### src/rtl/led_pkg.sv
// Constants shared by the colour sequencer and the RGB PWM driver.
package led_pkg;

  localparam int RED_BIT       = 2;
  localparam int GREEN_BIT     = 1;
  localparam int BLUE_BIT      = 0;
  localparam int DEF_PWM_WIDTH = 8;
  localparam int DEF_FADE_DIV  = 4;

  function automatic logic chan_on(input logic [2:0] colour, input logic enable, input int idx);
    return enable & colour[idx];
  endfunction

endpackage

### src/rtl/rgb_pwm_driver_if.sv
// Colour request in, LED pins and fade status out.
interface rgb_pwm_driver_if;
  logic [2:0] colour;
  logic       enable;
  logic       led_r;
  logic       led_g;
  logic       led_b;
  logic       busy;

  modport master (output colour, enable, input led_r, led_g, led_b, busy);
  modport slave  (input colour, enable, output led_r, led_g, led_b, busy);
endinterface

### src/rtl/pwm_channel.sv
// One LED channel: duty register that ramps toward full/off, and a registered PWM comparator.
module pwm_channel #(
  parameter int PWM_WIDTH = 8
) (
  input  logic                 clk,
  input  logic                 rst,
  input  logic                 tick,
  input  logic                 target_on,
  input  logic [PWM_WIDTH-1:0] pwm_cnt,
  output logic                 pin,
  output logic                 at_target
);

  localparam logic [PWM_WIDTH-1:0] MAX  = {PWM_WIDTH{1'b1}};
  localparam logic [PWM_WIDTH-1:0] ZERO = {PWM_WIDTH{1'b0}};
  localparam logic [PWM_WIDTH-1:0] ONE  = PWM_WIDTH'(1);

  logic [PWM_WIDTH-1:0] duty_r;
  logic [PWM_WIDTH-1:0] duty_nxt_s;
  logic [PWM_WIDTH-1:0] target_s;
  logic                 pin_r;

  assign target_s  = target_on ? MAX : ZERO;
  assign at_target = (duty_r == target_s);
  assign pin       = pin_r;

  // Single step toward the target on tick; target is only ever 0 or MAX, so no overshoot.
  always_comb begin
    duty_nxt_s = duty_r;
    if (tick && (duty_r < target_s)) begin
      duty_nxt_s = duty_r + ONE;
    end else if (tick && (duty_r > target_s)) begin
      duty_nxt_s = duty_r - ONE;
    end else begin
      duty_nxt_s = duty_r;
    end
  end

  // Duty state and registered pin drive.
  always_ff @(posedge clk) begin
    if (rst) begin
      duty_r <= ZERO;
      pin_r  <= 1'b0;
    end else begin
      duty_r <= duty_nxt_s;
      pin_r  <= (duty_r > pwm_cnt);
    end
  end

endmodule

### src/rtl/rgb_pwm_driver.sv
// RGB LED driver: registers the colour request, runs the shared PWM/fade timebase, and fans out to three channels.
module rgb_pwm_driver
  import led_pkg::*;
#(
  parameter int PWM_WIDTH = DEF_PWM_WIDTH,
  parameter int FADE_DIV  = DEF_FADE_DIV
) (
  input logic               clk,
  input logic               rst,
  rgb_pwm_driver_if.slave   bus
);

  localparam int                 DIV_W    = (FADE_DIV > 1) ? $clog2(FADE_DIV) : 1;
  localparam logic [DIV_W-1:0]   DIV_LAST = DIV_W'(FADE_DIV - 1);

  logic [2:0]           colour_q_r;
  logic                 enable_q_r;
  logic [PWM_WIDTH-1:0] pwm_cnt_r;
  logic [DIV_W-1:0]     div_cnt_r;
  logic                 tick_s;
  logic                 led_r_s, led_g_s, led_b_s;
  logic                 at_r_s, at_g_s, at_b_s;

  assign tick_s = (div_cnt_r == DIV_LAST);

  // Input capture and free-running PWM/fade timebase; only reset re-phases the divider.
  always_ff @(posedge clk) begin
    if (rst) begin
      colour_q_r <= 3'b000;
      enable_q_r <= 1'b0;
      pwm_cnt_r  <= {PWM_WIDTH{1'b0}};
      div_cnt_r  <= {DIV_W{1'b0}};
    end else begin
      colour_q_r <= bus.colour;
      enable_q_r <= bus.enable;
      pwm_cnt_r  <= pwm_cnt_r + PWM_WIDTH'(1);
      div_cnt_r  <= tick_s ? {DIV_W{1'b0}} : (div_cnt_r + DIV_W'(1));
    end
  end

  pwm_channel #(.PWM_WIDTH(PWM_WIDTH)) u_red (
    .clk(clk), .rst(rst), .tick(tick_s),
    .target_on(chan_on(colour_q_r, enable_q_r, RED_BIT)),
    .pwm_cnt(pwm_cnt_r), .pin(led_r_s), .at_target(at_r_s)
  );

  pwm_channel #(.PWM_WIDTH(PWM_WIDTH)) u_green (
    .clk(clk), .rst(rst), .tick(tick_s),
    .target_on(chan_on(colour_q_r, enable_q_r, GREEN_BIT)),
    .pwm_cnt(pwm_cnt_r), .pin(led_g_s), .at_target(at_g_s)
  );

  pwm_channel #(.PWM_WIDTH(PWM_WIDTH)) u_blue (
    .clk(clk), .rst(rst), .tick(tick_s),
    .target_on(chan_on(colour_q_r, enable_q_r, BLUE_BIT)),
    .pwm_cnt(pwm_cnt_r), .pin(led_b_s), .at_target(at_b_s)
  );

  assign bus.led_r = led_r_s;
  assign bus.led_g = led_g_s;
  assign bus.led_b = led_b_s;
  assign bus.busy  = ~(at_r_s & at_g_s & at_b_s);

endmodule

### src/flat_wrapper.sv
// flat-port wrapper written by rule: the top's interface ports become plain ports
module rgb_pwm_driver_flat import led_pkg::*;
#(
  parameter int PWM_WIDTH = DEF_PWM_WIDTH,
  parameter int FADE_DIV  = DEF_FADE_DIV
)
  (clk, rst, bus_colour, bus_enable, bus_led_r, bus_led_g, bus_led_b, bus_busy);
  rgb_pwm_driver_if bus_i ();
  input logic clk;
  input logic rst;
  input wire logic [$bits(bus_i.colour)-1:0] bus_colour;
  input wire logic [$bits(bus_i.enable)-1:0] bus_enable;
  output wire logic [$bits(bus_i.led_r)-1:0] bus_led_r;
  output wire logic [$bits(bus_i.led_g)-1:0] bus_led_g;
  output wire logic [$bits(bus_i.led_b)-1:0] bus_led_b;
  output wire logic [$bits(bus_i.busy)-1:0] bus_busy;
  assign bus_i.colour = bus_colour;
  assign bus_i.enable = bus_enable;
  assign bus_led_r = bus_i.led_r;
  assign bus_led_g = bus_i.led_g;
  assign bus_led_b = bus_i.led_b;
  assign bus_busy = bus_i.busy;
  rgb_pwm_driver #(.PWM_WIDTH(PWM_WIDTH), .FADE_DIV(FADE_DIV)) u_core (.clk(clk), .rst(rst), .bus(bus_i));
endmodule
### config.mk
export PLATFORM = sky130hd
export DESIGN_NAME = rgb_pwm_driver_flat
export DESIGN_NICKNAME = d
export VERILOG_FILES = /design/src/rtl/led_pkg.sv /design/src/rtl/rgb_pwm_driver_if.sv /design/src/rtl/pwm_channel.sv /design/src/rtl/rgb_pwm_driver.sv /design/src/flat_wrapper.sv
export SDC_FILE = /design/constraint.sdc
export NUM_CORES = 1
export LEC_CHECK = 0
export ABC_AREA = 1
export CELL_PAD_IN_SITES_DETAIL_PLACEMENT = 0
export CELL_PAD_IN_SITES_GLOBAL_PLACEMENT = 2
export CORE_UTILIZATION = 37
export CTS_CLUSTER_SIZE = 8
export DETAILED_ROUTE_END_ITERATION = 10
export MAX_ROUTING_LAYER = met4
export PLACE_DENSITY = 0.9
export SYNTH_ARGS = -nofsm -noshare
export SYNTH_HDL_FRONTEND = slang
export SYNTH_SLANG_ARGS = --single-unit
### constraint.sdc
create_clock -name clk -period 3.1 [get_ports clk]
set_input_delay 0.93 -clock clk [delete_from_list [all_inputs] [get_ports clk]]
set_output_delay 0.93 -clock clk [all_outputs]
set_load 0.03 [all_outputs]
==> results of run 1 <==
==> state kept, by name, indices dropped and copies added, names as in the netlist <==
| register | count |
|---|---|
| u_core.u_blue.duty_r | 8 |
| u_core.u_green.pin | 1 |
| u_core.colour_q_r | 3 |
| u_core.enable_q_r | 1 |
| u_core.u_green.duty_r | 8 |
| u_core.u_red.duty_r | 8 |
| u_core.pwm_cnt_r | 8 |
| u_core.u_blue.pin | 1 |
| u_core.div_cnt_r | 2 |
| u_core.u_red.pin | 1 |
==> layer usage <==
metal  wire, um  GRT usage  up-vias
li1           -          -     1557
met1       4010      0.236     1289
met2       3220      0.272       32
met3        198     0.0295        7
met4         59     0.0344        0
met5          0          -        -
==> critical path, cell delays in order, from the launching register on <==
cell	delay (ns)
dfxtp_2	0.41
nand2_4	0.11
ha_1	0.30
nand2_1	0.06
a21oi_1	0.12
nand2_1	0.08
nor2_2	0.19
nand4_1	0.13
buf_2	0.20
==> stage by stage <==
stage          power, W  std cells  utilization
3_5_place_dp    0.00120        571        0.414
5_1_grt         0.00171        579        0.428
2_1_floorplan   0.00105        447            -
6_report        0.00159        579        0.428
4_1_cts         0.00160        579        0.426
3_3_place_gp    0.00119        571        0.414
==> cells by family after synthesis <==
logic type	synth area share
buffers and inverters	0.0799
XOR/XNOR	0.0418
adder cells (fa/ha/maj)	0.250
AO/OA/AOI/OAI	0.164
flip-flops	0.245
AND/OR/NAND/NOR	0.220
==> repair_timing <==
item	in CTS	in global routing
setup endpoints to repair	1	7
buffers inserted	0	0
gates resized for setup	3	9
==> synth_stat cells <==
cell type	count
nor2_1	36
dfxtp_1	41
nor2_2	2
ha_1	62
xnor2_1	7
a31oi_1	6
buf_2	1
o21bai_1	3
nand3b_1	4
nor4_1	1
o21a_1	1
buf_6	3
nor3_1	5
inv_1	55
o21ai_1	10
a21oi_4	1
xor2_1	9
nor2_4	3
clkbuf_1	3
o21ai_0	18
nand2_2	7
o41ai_1	2
nand2_1	70
a21oi_1	53
nor3b_1	1
nand3_1	26
o21ai_2	4
fa_1	3
a211oi_1	1
nand4_1	3
nand3_2	3
inv_2	3
==> report_power, final <==
group,switching [W],leakage (nW),internal (W)
clock network,0.000197,0.0542,0.000202
registers,0.0000369,0.334,0.000564
logic,0.000342,1.43,0.000244
total,0.000576,1.82,0.00101
==> layout make-up <==
class                           instances  area, um2  area share
Multi-Input combinational cell        341       2280       0.609
Sequential cell                        41        822       0.219
Inverter                               58        218      0.0581
Timing Repair Buffer                   23        190      0.0507
Tap cell                              108        135      0.0360
Clock buffer                            7       96.3      0.0257
Clock inverter                          1       5.00     0.00134
==> how the worst max path moves through the flow <==
stage	slack, ns	depth (start not counted)	startpoint	to
2_1_floorplan	0.51	15	u_core.enable_q_r	u_core.u_blue.duty_r[7]
3_3_place_gp	0.06	8	u_core.enable_q_r	bus_busy
3_5_place_dp	0.07	8	u_core.enable_q_r	bus_busy
4_1_cts	0.04	8	u_core.enable_q_r	bus_busy
5_1_grt	0.02	16	u_core.enable_q_r	u_core.u_blue.duty_r[7]
6_report	0.26	8	u_core.enable_q_r	bus_busy
==> results.md, run 1 <==
* Final worst slack at 0.261 ns
* Hold Path Sink: u_core.div_cnt_r[0]
* Row Count at 34
* Final setup TNS at 0 ns
* Synthesized instance count at 447
* Crit. End Element: primary output
* Initial antenna violation count at 0
* Fin. Hold Viols at 0
* Nets at 541
* CTS clock-pin slew for the worst setup and hold paths at 0.08 ns
* Largest net degree at the start of global routing at 17
* Max-cap viol count at 0
* Status: finished clean
* Layout cell share with drive strength beyond 1 at 0.108
* Vias in the first global route at 2731
* R2r setup slk at 0.28 ns
* Max Slew Vio Count at 0
* Initial Util at 0.382
* Via count at 2885
* Place WS at 0.0747 ns
* # DRC at 0
* Slew Limit Headroom at 0.734
* HP Class: reg -> reg
* DIE HEIGHT at 97.1 um
* Clock buffer count from CTS at 5
* Data arrival, critical path at 1.91 ns
* Final period util at 0.916
* Routed WL at 7480 um
* Seq cells post-synth at 41
* GPL Wtd Cong at 0.780
* Hold Buf Count CTS at 0
* # diodes at 0
* Hold WS at 0.427 ns
* Leak pwr at 1.82 nW
* Die area at 0.00944 mm2
* Clock root cell: clkbuf_8
* Fin area at 0.00375 mm2
* Via density at 4.98
* RSZ-0062 raised after global routing: no
* # setup viols final at 0
* Crit path kind: reg -> out
* Most common cell after layout, fill and taps aside: nand2_1
* Layout fillers at 902
* H-tree depth at 2
* Clk buf depth at 2
* Slew @ Worst Pin at 0.398 ns
* Fmax at 352 MHz
* Synth Warn # at 0
* IO Pins at 10
* Max Fanout on Critical Path at 8
* Peak supply drop at 0.222 mV
* DRT Pass-1 Iters at 4
* Hold Crit Depth at 1
* Drt initial violations at 69
* DR WL/cell at 12.9 um
* Biggest area consumer among synthesized cells: dfxtp_1
* Total grt overflow at 0
* Final min period at 2.84 ns
* Area Growth Syn to Fin at 11.9%
* Post-synth cell types at 32
* Pwr Density at 423 mW/mm2
* Synthesized area at 0.00335 mm2
* Port Buffer Count at 9
* Ranking of synthesized cells by area: dfxtp_1, ha_1, a21oi_1, nand2_1, inv_1
* Post-route ant nets at 0
* Clock Latency Late Sink at 0.30 ns
* Top cell type's share of synthesized area at 0.245
* Clock Sink Count at 41
* Hold path start: u_core.div_cnt_r[0]
* Overall die width at 97.1 um
* Reg2reg end: u_core.u_blue.duty_r[7]
* Synth Net Count at 518
* Worst flop-to-flop path startpoint: u_core.enable_q_r
* Core region area at 0.00876 mm2
* Post-DP HPWL at 6090 um
* Sequential cell area fraction in the yosys report at 0.245
* Commonest cells after routing, fill and taps aside: nand2_1, ha_1, inv_1, a21oi_1, dfxtp_1
* R2r worst-path depth at 16
* Placed cell area at 0.00363 mm2
* First-pass GRT wire length at 13000 um
* Synth Area per Inst at 7.49 um2
* Fin Clk Skew at 0.00262 ns
* WP data required at 2.17 ns
* CTS tree: done
* Critical Path Source Type: register
* Total GRT Usage at 0.174
No activity file was read; power rests on OpenSTA's default activity.
==> run 2: changes to the inputs <==
--- a/config.mk
+++ b/config.mk
@@ -8,6 +8,7 @@
 export ABC_AREA = 1
 export CELL_PAD_IN_SITES_DETAIL_PLACEMENT = 0
 export CELL_PAD_IN_SITES_GLOBAL_PLACEMENT = 2
+export CORE_MARGIN = 5
 export CORE_UTILIZATION = 37
 export CTS_CLUSTER_SIZE = 8
 export DETAILED_ROUTE_END_ITERATION = 10
==> run 2 against run 1 <==
  * Global-route usage down 2.8 points
  * Via count decreased by 1.2%
  * Combinational power fell by 3%
  * Clock power fell by 5%
  * Power decreased by 1.9%
  * Largest cell class unchanged
  * Largest power group unchanged
==> results.md, run 2 (synthesis results as in run 1) <==
* Port Buffer Count at 9
* Crit path kind: reg -> out
* Via count at 2850
* DR WL/cell at 12.9 um
* Leak pwr at 1.77 nW
* Vias in the first global route at 2691
* Clock buffer count from CTS at 5
* Hold Crit Depth at 1
* Clock root cell: clkbuf_8
* Logic gate share of total power at 0.367
* DIE HEIGHT at 105 um
* Data arrival, critical path at 1.90 ns
* Total grt overflow at 0
* Crit. End Element: primary output
* Fmax at 354 MHz
* Row Count at 34
* Clk buf depth at 2
* Commonest cells after routing, fill and taps aside: nand2_1, ha_1, inv_1, a21oi_1, dfxtp_1
* CTS clock-pin slew for the worst setup and hold paths at 0.09 ns
* R2r worst-path depth at 15
* # diodes at 0
* Overall power at 0.00155 W
* Slew Limit Headroom at 0.739
* Internal power at 0.000980 W
* Sw Pwr at 0.000575 W
* Largest stage delay, worst path at 0.38 ns
* Drt initial violations at 54
* DRT Pass-1 Iters at 5
* Overall die width at 105 um
* Critical path's slowest cell: dfxtp_2
* Peak supply drop at 0.213 mV
* Worst setup startpoint: u_core.enable_q_r
* Layout cell share with drive strength beyond 1 at 0.0923
* Fin Clk Skew at 0.0119 ns
* RSZ-0062 raised after global routing: no
* Routed WL at 7410 um
* Area Growth Syn to Fin at 10.2%
* Initial antenna violation count at 0
* CTS tree: done
* Critical path cell sequence: nand2_2 -> ha_1 -> nand2_1 -> a21oi_1 -> nand2_1 -> nor2_2 -> nand4_1 -> buf_2
* Fin. Hold Viols at 0
* Initial Util at 0.382
* # setup viols final at 0
* Slew @ Worst Pin at 0.391 ns
* Seq pwr share at 0.388
* Sw Ratio at 0.370
* Clock Latency Late Sink at 0.29 ns
* Final setup TNS at 0 ns
* Max-cap viol count at 0
* Critical Path Source Type: register
* H-tree depth at 2
* Final min period at 2.83 ns
* HP Class: reg -> reg
* R2r setup slk at 0.29 ns
* Register area at 822 um2
* Post-route ant nets at 0
* Post-DP HPWL at 5880 um
* Max Fanout on Critical Path at 8
* IO Pins at 10
* Clock Sink Count at 41
* Max Slew Vio Count at 0
* Status: finished clean
* WP data required at 2.17 ns
* Die area at 0.0111 mm2
* Nets at 536
* Placed cell area at 0.00359 mm2
* Most common cell after layout, fill and taps aside: nand2_1
* # DRC at 0
* Worst flop-to-flop path startpoint: u_core.enable_q_r
* GPL Wtd Cong at 0.835
* First-pass GRT wire length at 13000 um
* Core region area at 0.00876 mm2
* Layout fillers at 912
* Fin util at 0.421
* Hold Buf Count CTS at 0
* Total GRT Usage at 0.145
* Final period util at 0.912
* Footprint of the multi-input gates at 0.00227 mm2
* Reg2reg end: u_core.u_blue.duty_r[7]
* CP dominant cell by count: nand2_1
* Largest net degree at the start of global routing at 31
* Clock Power Share at 0.245
* Pwr Density at 421 mW/mm2
* Via density at 4.97
* Fin area at 0.00369 mm2
* End of the critical path: bus_busy
[run 2: worst min path at each step]
stage | slack [ns] | endpoint | startpoint
after global placement | 0.42 | u_core.div_cnt_r[0] | u_core.div_cnt_r[0]
after floorplan | 0.40 | u_core.div_cnt_r[0] | u_core.div_cnt_r[0]
final | 0.45 | u_core.div_cnt_r[0] | u_core.div_cnt_r[0]
after global routing | 0.49 | u_core.div_cnt_r[0] | u_core.div_cnt_r[0]
after detailed placement | 0.44 | u_core.div_cnt_r[0] | u_core.div_cnt_r[0]
after CTS | 0.45 | u_core.div_cnt_r[0] | u_core.div_cnt_r[0]
[run 2: power groups by stage]
stage / Combinational (W) / Sequential, W / Clock, W
2_1_floorplan: 0.000427 / 0.000623 / 0
5_1_grt: 0.000659 / 0.000609 / 0.000421
3_3_place_gp: 0.000566 / 0.000616 / 0
4_1_cts: 0.000576 / 0.000604 / 0.000393
6_report: 0.000571 / 0.000603 / 0.000381
3_5_place_dp: 0.000572 / 0.000617 / 0
[run 2: worst max-delay path, delay by kind of cell (launching register included)]
family | cells | cell delay, ns
AOI/OAI and AO/OA | 1 | 0.11
adders and majority gates | 1 | 0.33
buffers and inverters | 1 | 0.20
and+or+nand+nor | 5 | 0.58
DFF | 1 | 0.38
[run 2: what timing repair did]
item / in CTS / in global routing
gates resized for setup: 3 / 6
endpoints found under the setup margin: 1 / 7
buffers inserted: 0 / 0
[run 2: stage by stage]
stage	hold WS (ns)	worst slack [ns]	std cells
floorplan	0.404	0.514	447
global placement	0.418	0.0606	566
detailed placement	0.440	0.0609	566
CTS	0.453	0.0295	574
global route	0.493	0.0144	574
finish	0.445	0.273	574
[run 2: final cells by class]
type / instances / share of cell area
multi-input combinational: 341 / 0.614
clock inverter: 2 / 0.00373
tap: 108 / 0.0366
clock buffer: 6 / 0.0224
sequential: 41 / 0.223
inverter: 58 / 0.0590
timing repair buffer: 18 / 0.0413
[run 2: layer usage]
metal / share of wire / routed length, um / GRT usage / vias to the layer above
met3: 0.016 / 115 / 0.0210 / 6
met5: 0 / 0 / - / -
met1: 0.51 / 3800 / 0.195 / 1266
met4: 0.0092 / 68 / 0.0283 / 0
li1: - / - / - / 1552
met2: 0.46 / 3420 / 0.234 / 26
